<file path="config.mk">
export PLATFORM = sky130hd
export DESIGN_NAME = ticket_feeder
export DESIGN_NICKNAME = d
export VERILOG_FILES = /design/src/rtl/ticket_feeder.sv
export SDC_FILE = /design/constraint.sdc
export NUM_CORES = 1
export LEC_CHECK = 0
export BUFFER_PORTS_ARGS = -buffer_cell sky130_fd_sc_hd__buf_2
export CELL_PAD_IN_SITES_DETAIL_PLACEMENT = 0
export CELL_PAD_IN_SITES_GLOBAL_PLACEMENT = 2
export CORE_MARGIN = 2
export CORE_UTILIZATION = 40
export CTS_CLUSTER_DIAMETER = 150
export DETAILED_ROUTE_END_ITERATION = 8
export PLACE_DENSITY_LB_ADDON = 0.1
export SYNTH_ARGS = -nofsm -noshare
export SYNTH_HDL_FRONTEND = slang
export SYNTH_SLANG_ARGS = --single-unit
</file>
<file path="constraint.sdc">
create_clock -name clk -period 2.4 [get_ports clk]
set_input_delay 0.12 -clock clk [delete_from_list [all_inputs] [get_ports clk]]
set_output_delay 0.12 -clock clk [all_outputs]
set_load 0.005 [all_outputs]
</file>
<file path="src/rtl/ticket_feeder.sv">
// Entry-side ticket buffer for the lottery checker: collects DIGITS BCD digits,
// then replays them one strobe at a time and closes the ticket with fim_jogo.
module ticket_feeder #(
  parameter int DIGITS = 5,
  parameter int GAP    = 1
) (
  input  logic       clk,
  input  logic       reset,
  input  logic [3:0] digit_in,
  input  logic       digit_valid,
  input  logic       clear,
  input  logic       start,
  output logic [3:0] num,
  output logic       insere,
  output logic       fim_jogo,
  output logic [2:0] count,
  output logic       busy,
  output logic       err
);

  typedef enum logic [1:0] {S_COLLECT, S_SEND, S_WAIT, S_END} state_t;

  localparam logic [2:0] FULL   = 3'(DIGITS);
  localparam logic [2:0] LAST   = 3'(DIGITS - 1);
  localparam logic [3:0] GAP_LD = 4'((GAP > 0) ? (GAP - 1) : 0);

  state_t     state_q, state_d;
  logic [2:0] count_q, count_d;
  logic [2:0] idx_q, idx_d;
  logic [3:0] gap_q, gap_d;
  logic [3:0] num_q, num_d;
  logic       insere_q, insere_d;
  logic       fim_q, fim_d;
  logic       err_q, err_d;
  logic [3:0] buf_q [DIGITS];
  logic [3:0] buf_d [DIGITS];

  logic [2:0] idx_nxt;
  logic [3:0] digit_nxt;

  always_ff @(posedge clk or negedge reset) begin
    if (!reset) begin
      state_q  <= S_COLLECT;
      count_q  <= '0;
      idx_q    <= '0;
      gap_q    <= '0;
      num_q    <= '0;
      insere_q <= 1'b0;
      fim_q    <= 1'b0;
      err_q    <= 1'b0;
      for (int i = 0; i < DIGITS; i++) buf_q[i] <= '0;
    end else begin
      state_q  <= state_d;
      count_q  <= count_d;
      idx_q    <= idx_d;
      gap_q    <= gap_d;
      num_q    <= num_d;
      insere_q <= insere_d;
      fim_q    <= fim_d;
      err_q    <= err_d;
      for (int i = 0; i < DIGITS; i++) buf_q[i] <= buf_d[i];
    end
  end

  always_comb begin
    idx_nxt   = idx_q + 3'd1;
    digit_nxt = '0;
    for (int i = 0; i < DIGITS; i++) begin
      if (idx_nxt == 3'(i)) digit_nxt = buf_q[i];
    end
  end

  always_comb begin
    state_d  = state_q;
    count_d  = count_q;
    idx_d    = idx_q;
    gap_d    = gap_q;
    num_d    = num_q;
    insere_d = 1'b0;
    fim_d    = 1'b0;
    err_d    = 1'b0;
    for (int i = 0; i < DIGITS; i++) buf_d[i] = buf_q[i];

    case (state_q)
      S_COLLECT: begin
        if (clear) begin
          count_d = '0;
        end else if (start) begin
          if (count_q == FULL) begin
            idx_d    = '0;
            num_d    = buf_q[0];
            insere_d = 1'b1;
            state_d  = S_SEND;
          end else begin
            err_d = 1'b1;
          end
        end else if (digit_valid) begin
          if (digit_in > 4'd9 || count_q == FULL) begin
            err_d = 1'b1;
          end else begin
            for (int i = 0; i < DIGITS; i++) begin
              if (count_q == 3'(i)) buf_d[i] = digit_in;
            end
            count_d = count_q + 3'd1;
          end
        end
      end

      S_SEND, S_WAIT: begin
        // Abort still routes through S_END so the checker sees exactly one fim_jogo.
        if (clear) begin
          state_d = S_END;
          fim_d   = 1'b1;
          count_d = '0;
        end else if (state_q == S_SEND && GAP > 0) begin
          state_d = S_WAIT;
          gap_d   = GAP_LD;
        end else if (state_q == S_WAIT && gap_q != 4'd0) begin
          gap_d = gap_q - 4'd1;
        end else if (idx_q == LAST) begin
          state_d = S_END;
          fim_d   = 1'b1;
          count_d = '0;
        end else begin
          idx_d    = idx_nxt;
          num_d    = digit_nxt;
          insere_d = 1'b1;
          state_d  = S_SEND;
        end
      end

      S_END: begin
        state_d = S_COLLECT;
      end

      default: begin
        state_d = S_COLLECT;
      end
    endcase
  end

  assign num      = num_q;
  assign insere   = insere_q;
  assign fim_jogo = fim_q;
  assign count    = count_q;
  assign busy     = (state_q != S_COLLECT);
  assign err      = err_q;

endmodule

</file>
==> flow_summary.json, run 1 <==
{
  "outcome": "complete, no violations",
  "required_ns": 2.58,
  "drt_iter0_markers": 83,
  "crit_type": "flip-flop to flip-flop",
  "swShare_pct": 39.57,
  "multi_input_area_um2": 1211,
  "drive_gt1_share_pct": 28.76,
  "dp_hpwl_um": 3792,
  "synthFlopType": "dfrtp_1",
  "grt_max_degree": 40,
  "cp_top_family": "simple AND/OR/NAND/NOR gates",
  "antenna_cells": 0,
  "wl_um": 5118,
  "viasPerCell": 5.426,
  "pwr-share-comb_pct": 46.8,
  "async_flop_share_pct": 100.0,
  "ys_seq_area_share_pct": 42.81,
  "slowest_delay_ns": 0.41,
  "synth.avg_cell_area_um2": 11.29,
  "worst_ep_arrival_time_ns": 2.40,
  "period_share_pct": 92.23,
  "ant_nets": 0,
  "syn_area_um2": 2280,
  "synth.distinct_cells": 44,
  "num-fill-cells": 524,
  "reg2reg_slack_ns": 0.19,
  "final_cell_mix": "39 x dfrtp_1, 23 x mux2_2, 19 x buf_2, 18 x inv_1, 18 x ha_1",
  "postSynthCellCount": 202,
  "p_seq_share_pct": 33.8,
  "tns_ns": 0,
  "die_w_um": 79.50,
  "core_area_um2": 5507,
  "switchingPower_w": 0.001162,
  "cts_buffer_depth": 2,
  "vias": 1617,
  "path_cells": "inv_1 -> ha_1 -> and2b_1 -> nand4_2 -> nor3b_2 -> mux2_2",
  "start_kind": "flip-flop",
  "syn-num-nets": 229,
  "grt_antenna_before_repair": 0,
  "cp_slowest_cell": "nor3b_2",
  "power.internal_w": 0.001775,
  "drv_cap": 0,
  "hold_path.class": "input port to flip-flop",
  "grt_pass1_vias": 1700,
  "maxSlewHeadroom_pct": 38.12,
  "die_y_um": 79.50,
  "skew_ns": 0.01048,
  "ioPinCount": 20,
  "clk_pin_slew_ns": 0.09,
  "overflow": 0,
  "p_per_area_nw_per_um2": 1140,
  "grt_pass1_wl_um": 8735,
  "mostFrequentLayoutCell": "dfrtp_1",
  "finalHoldViolations": 0,
  "post_cts_buffers": 0,
  "cts_tree": "built",
  "p_clk_share_pct": 19.4,
  "peakVddDrop_uv": 588.1,
  "path_buf_inv": 1,
  "fmax_mhz": 451.8,
  "grt_setup_unrepaired": "false",
  "startpoint": "state_q[1]",
  "nets": 252,
  "row_count": 27,
  "yosys_warnings": 0,
  "gp_congestion": 0.7568,
  "leakagePower_nw": 1.178,
  "worst_pin_slew_ns": 0.9282,
  "cp_max_fo": 6,
  "cts_sinks": 39,
  "drv_slew": 0,
  "start_util_pct": 41.40,
  "drt_first_pass_iters": 4,
  "post-route-min-period_ns": 2.214,
  "post_drt_wl_per_cell_um": 17.17,
  "numPortBuffers": 19,
  "grtUsageTotal_pct": 17.95,
  "setup_viol": 0,
  "cts_inserted_buffers": 5,
  "dieArea_um2": 6319,
  "ys_seq_elements": 39,
  "rr_startpoint": "state_q[1]",
  "cp-end-kind": "flip-flop",
  "final_core_util_pct": 46.81,
  "htree_levels": 2,
  "clk_latency_ns": 0.30,
  "area_growth_pct": 13.06,
  "clock_tree.root_cell": "clkbuf_8",
  "synth_edf_count": 0,
  "drc": 0,
  "regArea_um2": 975.9,
  "hold_path.startpoint": "digit_in[3]"
}
[flip-flops by register name, summed over array words and instances (netlist names)]
signal and cells:
fim_jogo 1, buf_q 20, insere 1, err 1
idx_q 3, num 4, state_q 2, gap_q 4
count 3
[area by class of cell]
cell class	instances	share of cell area, %
clock buffers	5	2.670
flip-flops and latches	39	37.86
clock inverters	3	1.699
multi-input cells	139	46.99
inverters	18	2.621
repair buffers	22	4.660
well taps	72	3.495
[cells in the mapped netlist, drive strengths merged (2+ instances only)]
library cell / count / area share [%]
a21oi: 10 / 2.7
inv: 18 / 3.0
dfrtp: 39 / 43
o21ai: 7 / 2.0
nand2b: 2 / 0.55
nand3b: 2 / 0.66
o311a: 3 / 1.3
a221oi: 5 / 2.7
a22oi: 2 / 0.66
nor3: 4 / 0.88
nor3b: 4 / 2.0
o2bb2ai: 4 / 1.5
or2: 2 / 0.55
o22ai: 4 / 1.1
a2bb2oi: 2 / 0.77
nor2: 7 / 1.2
mux2i: 4 / 1.8
mux2: 23 / 11
nand2: 9 / 1.5
nand3: 7 / 1.5
a221o: 2 / 0.88
ha: 18 / 9.9
nor2b: 2 / 0.55
clkbuf: 5 / 0.88
o221ai: 4 / 1.5
[cell families (layout without fill, tap and decap cells)]
| family | count (synthesis) | after routing | share of synthesized area, % |
|---|---|---|---|
| AOI/OAI and AO/OA | 47 | 47 | 17.56 |
| and+or+nand+nor | 46 | 46 | 12.19 |
| adders and majority gates | 18 | 18 | 9.879 |
| DFF | 39 | 39 | 42.81 |
| buffers and inverters | 24 | 48 | 4.061 |
| muxes | 27 | 27 | 13.12 |
| xor gates and xnor gates | 1 | 1 | 0.3843 |
[path summary, 6_finish.rpt]
check	to	cells after the start
worst max-delay path	buf_q[12]	6
worst min-delay path	buf_q[15]	2
worst max register to register	buf_q[12]	6
worst min register to register	num[3]	1
max in group asynchronous	buf_q[11]	2
min in group asynchronous	buf_q[2]	2
[through the flow]
| stage | worst slack [ns] | instances | cell area [µm²] | total power, W | hold WS [ns] |
|---|---|---|---|---|---|
| 2_1_floorplan | 0.3785 | 202 | 2280 | 0.001973 | -0.1756 |
| 3_3_place_gp | 0.2540 | 289 | 2455 | 0.002375 | 0.2756 |
| 3_5_place_dp | 0.2062 | 289 | 2455 | 0.002397 | 0.3158 |
| 4_1_cts | 0.1907 | 298 | 2577 | 0.002981 | 0.1208 |
| 5_1_grt | 0.06371 | 298 | 2577 | 0.003174 | 0.1292 |
| 6_report | 0.1865 | 298 | 2577 | 0.002938 | 0.1320 |
[power by group through the flow]
stage | clock network (W) | logic, W | registers, W
2_1_floorplan | 0 | 0.00101 | 0.000965
3_3_place_gp | 0 | 0.00138 | 0.000997
3_5_place_dp | 0 | 0.00139 | 0.00101
4_1_cts | 0.000590 | 0.00139 | 0.000997
5_1_grt | 0.000615 | 0.00154 | 0.00102
6_report | 0.000569 | 0.00138 | 0.000993
[routing by layer]
| metal | up-vias | wire [µm] | global-route usage, % |
|---|---|---|---|
| met5 | - | 0 | 0 |
| met4 | 0 | 52 | 4.655 |
| met3 | 6 | 145 | 3.507 |
| met2 | 19 | 2486 | 29.08 |
| met1 | 808 | 2433 | 24.57 |
| li1 | 784 | - | - |
[repair_timing]
item	CTS	global route
hold buffers	1	0
endpoints found under the hold margin	30	0
gates resized for setup	0	0
No activity file was read; power rests on OpenSTA's default activity.
==> run 2, diff against run 1 <==
--- a/config.mk
+++ b/config.mk
@@ -6,10 +6,11 @@
 export NUM_CORES = 1
 export LEC_CHECK = 0
 export BUFFER_PORTS_ARGS = -buffer_cell sky130_fd_sc_hd__buf_2
-export CELL_PAD_IN_SITES_DETAIL_PLACEMENT = 0
-export CELL_PAD_IN_SITES_GLOBAL_PLACEMENT = 2
+export CELL_PAD_IN_SITES_DETAIL_PLACEMENT = 1
+export CELL_PAD_IN_SITES_GLOBAL_PLACEMENT = 1
+export CORE_ASPECT_RATIO = 0.8
 export CORE_MARGIN = 2
-export CORE_UTILIZATION = 40
+export CORE_UTILIZATION = 47
 export CTS_CLUSTER_DIAMETER = 150
 export DETAILED_ROUTE_END_ITERATION = 8
 export PLACE_DENSITY_LB_ADDON = 0.1
==> flow_summary.json, run 2 (same netlist as run 1, synthesis figures left out) <==
{
  "outcome": "complete, no violations",
  "area_growth_pct": 11.14,
  "endpoint": "buf_q[17]",
  "grt_pass1_vias": 1772,
  "drv_slew": 0,
  "drive_gt1_share_pct": 28.32,
  "regMostFlops": "buf_q",
  "worst_ep_arrival_time_ns": 2.45,
  "dieArea_um2": 5427,
  "total_power_w": 0.002834,
  "clk_latency_ns": 0.29,
  "r2r_cells": 6,
  "drv_cap": 0,
  "start_kind": "flip-flop",
  "clk_pin_slew_ns": 0.08,
  "core_area_um2": 4624,
  "drt_iter0_markers": 75,
  "startpoint": "state_q[0]",
  "fmax_mhz": 441.5,
  "placed_area_um2": 2440,
  "grt_setup_unrepaired": "true",
  "ioPinCount": 20,
  "ant_nets": 0,
  "cts_inserted_buffers": 5,
  "hold_path.class": "input port to flip-flop",
  "grtUsageTotal_pct": 23.08,
  "cts_tree": "built",
  "reg2reg_slack_ns": 0.14,
  "die_y_um": 66.29,
  "rr_startpoint": "state_q[0]",
  "drt_first_pass_iters": 4,
  "nets": 252,
  "vias": 1643,
  "post_drt_wl_per_cell_um": 19.12,
  "cp-end-kind": "flip-flop",
  "grt_antenna_before_repair": 0,
  "antenna_cells": 0,
  "overflow": 0,
  "cp_max_fo": 6,
  "crit_type": "flip-flop to flip-flop",
  "dp_hpwl_um": 4081,
  "r2r-end": "buf_q[17]",
  "grt_max_degree": 40,
  "viasPerCell": 5.745,
  "final_core_util_pct": 54.79,
  "largest_reg_flops": 20,
  "final_cell_mix": "39 x dfrtp_1, 23 x mux2_2, 19 x buf_2, 18 x inv_1, 18 x ha_1",
  "setup_viol": 0,
  "worst_pin_slew_ns": 0.8771,
  "row_count": 22,
  "peakVddDrop_uv": 744.1,
  "post-route-min-period_ns": 2.265,
  "leakagePower_nw": 1.162,
  "stdcell_area_um2": 2534,
  "maxSlewHeadroom_pct": 41.53,
  "die_w_um": 81.87,
  "htree_levels": 2,
  "required_ns": 2.58,
  "gp_congestion": 0.8000,
  "p_per_area_nw_per_um2": 1118,
  "wl_um": 5469,
  "cts_buffer_depth": 2,
  "clock_tree.root_cell": "clkbuf_8",
  "period_share_pct": 94.37,
  "skew_ns": 0.009561,
  "start_util_pct": 49.30,
  "drc": 0,
  "grt_pass1_wl_um": 9135,
  "numPortBuffers": 19,
  "mostFrequentLayoutCell": "dfrtp_1",
  "finalHoldViolations": 0,
  "cts_sinks": 39
}
==> run 2: cell count changes in the layout (fill, tap and decap cells not counted) <==
cell       before  now
nor2_2          0    1
nor2_1          7    6
bufinv_16       1    0
clkbuf_1        0    2
clkinv_4        1    0
==> run 2: cell type report <==
| type | count | area [µm²] |
|---|---|---|
| clock buffer | 7 | 76.32 |
| clock inverter | 1 | 5.005 |
| fill | 517 | 2091 |
| inverter | 18 | 67.56 |
| multi-input combinational | 139 | 1214 |
| sequential | 39 | 975.9 |
| tap | 60 | 75.07 |
| timing repair buffer | 22 | 120.1 |
==> run 2: how the worst min path moves through the flow <==
stage / depth (start not counted) / endpoint / from
6_report: 2 / buf_q[16] / digit_in[0]
5_1_grt: 2 / buf_q[16] / digit_in[0]
4_1_cts: 2 / buf_q[16] / digit_in[0]
3_5_place_dp: 1 / gap_q[0] / reset
3_3_place_gp: 1 / gap_q[1] / reset
2_1_floorplan: 0 / buf_q[0] / reset
==> run 2: routing by layer <==
metal  vias to the layer above  global-route usage (%)  part of all wire [%]  wire (µm)
met5                         -                       0                     0          0
li1                        785                       -                     -          -
met2                        24                   36.18                    47       2573
met1                       823                   31.72                    48       2641
met4                         0                   8.333                   2.0        109
met3                        11                   4.372                   2.7        145
==> run 2: power by group <==
part           total [W]  internal [W]  leakage (nW)  switching (W)
Sequential       0.00100      0.000847         0.517       0.000154
Combinational    0.00140      0.000623         0.603       0.000774
Clock           0.000435      0.000204        0.0422       0.000231
Total            0.00283       0.00167          1.16        0.00116
==> run 2: timing repair <==
item,CTS,global route
buffers inserted,0,0
hold buffers,1,0
resized for setup,0,1
endpoints found under the setup margin,0,8
hold endpoints to repair,39,0
==> run 2: metrics by stage <==
stage,instances,setup WS [ns],TNS [ns],hold slack (ns)
floorplan,202,0.3785,0,-0.1756
global placement,277,0.2957,0,0.2623
detailed placement,277,0.1902,0,0.2920
CTS,286,0.1465,0,0.1381
global route,286,-0.01807,-0.1145,0.1587
finish,286,0.1351,0,0.1475
==> run 2: critical path, cell delays in order (launching register included) <==
cell     delay, ns
dfrtp_1       0.44
inv_1         0.11
ha_1          0.31
and2b_1       0.26
nand4_2       0.23
nor3b_2       0.42
mux2_2        0.38
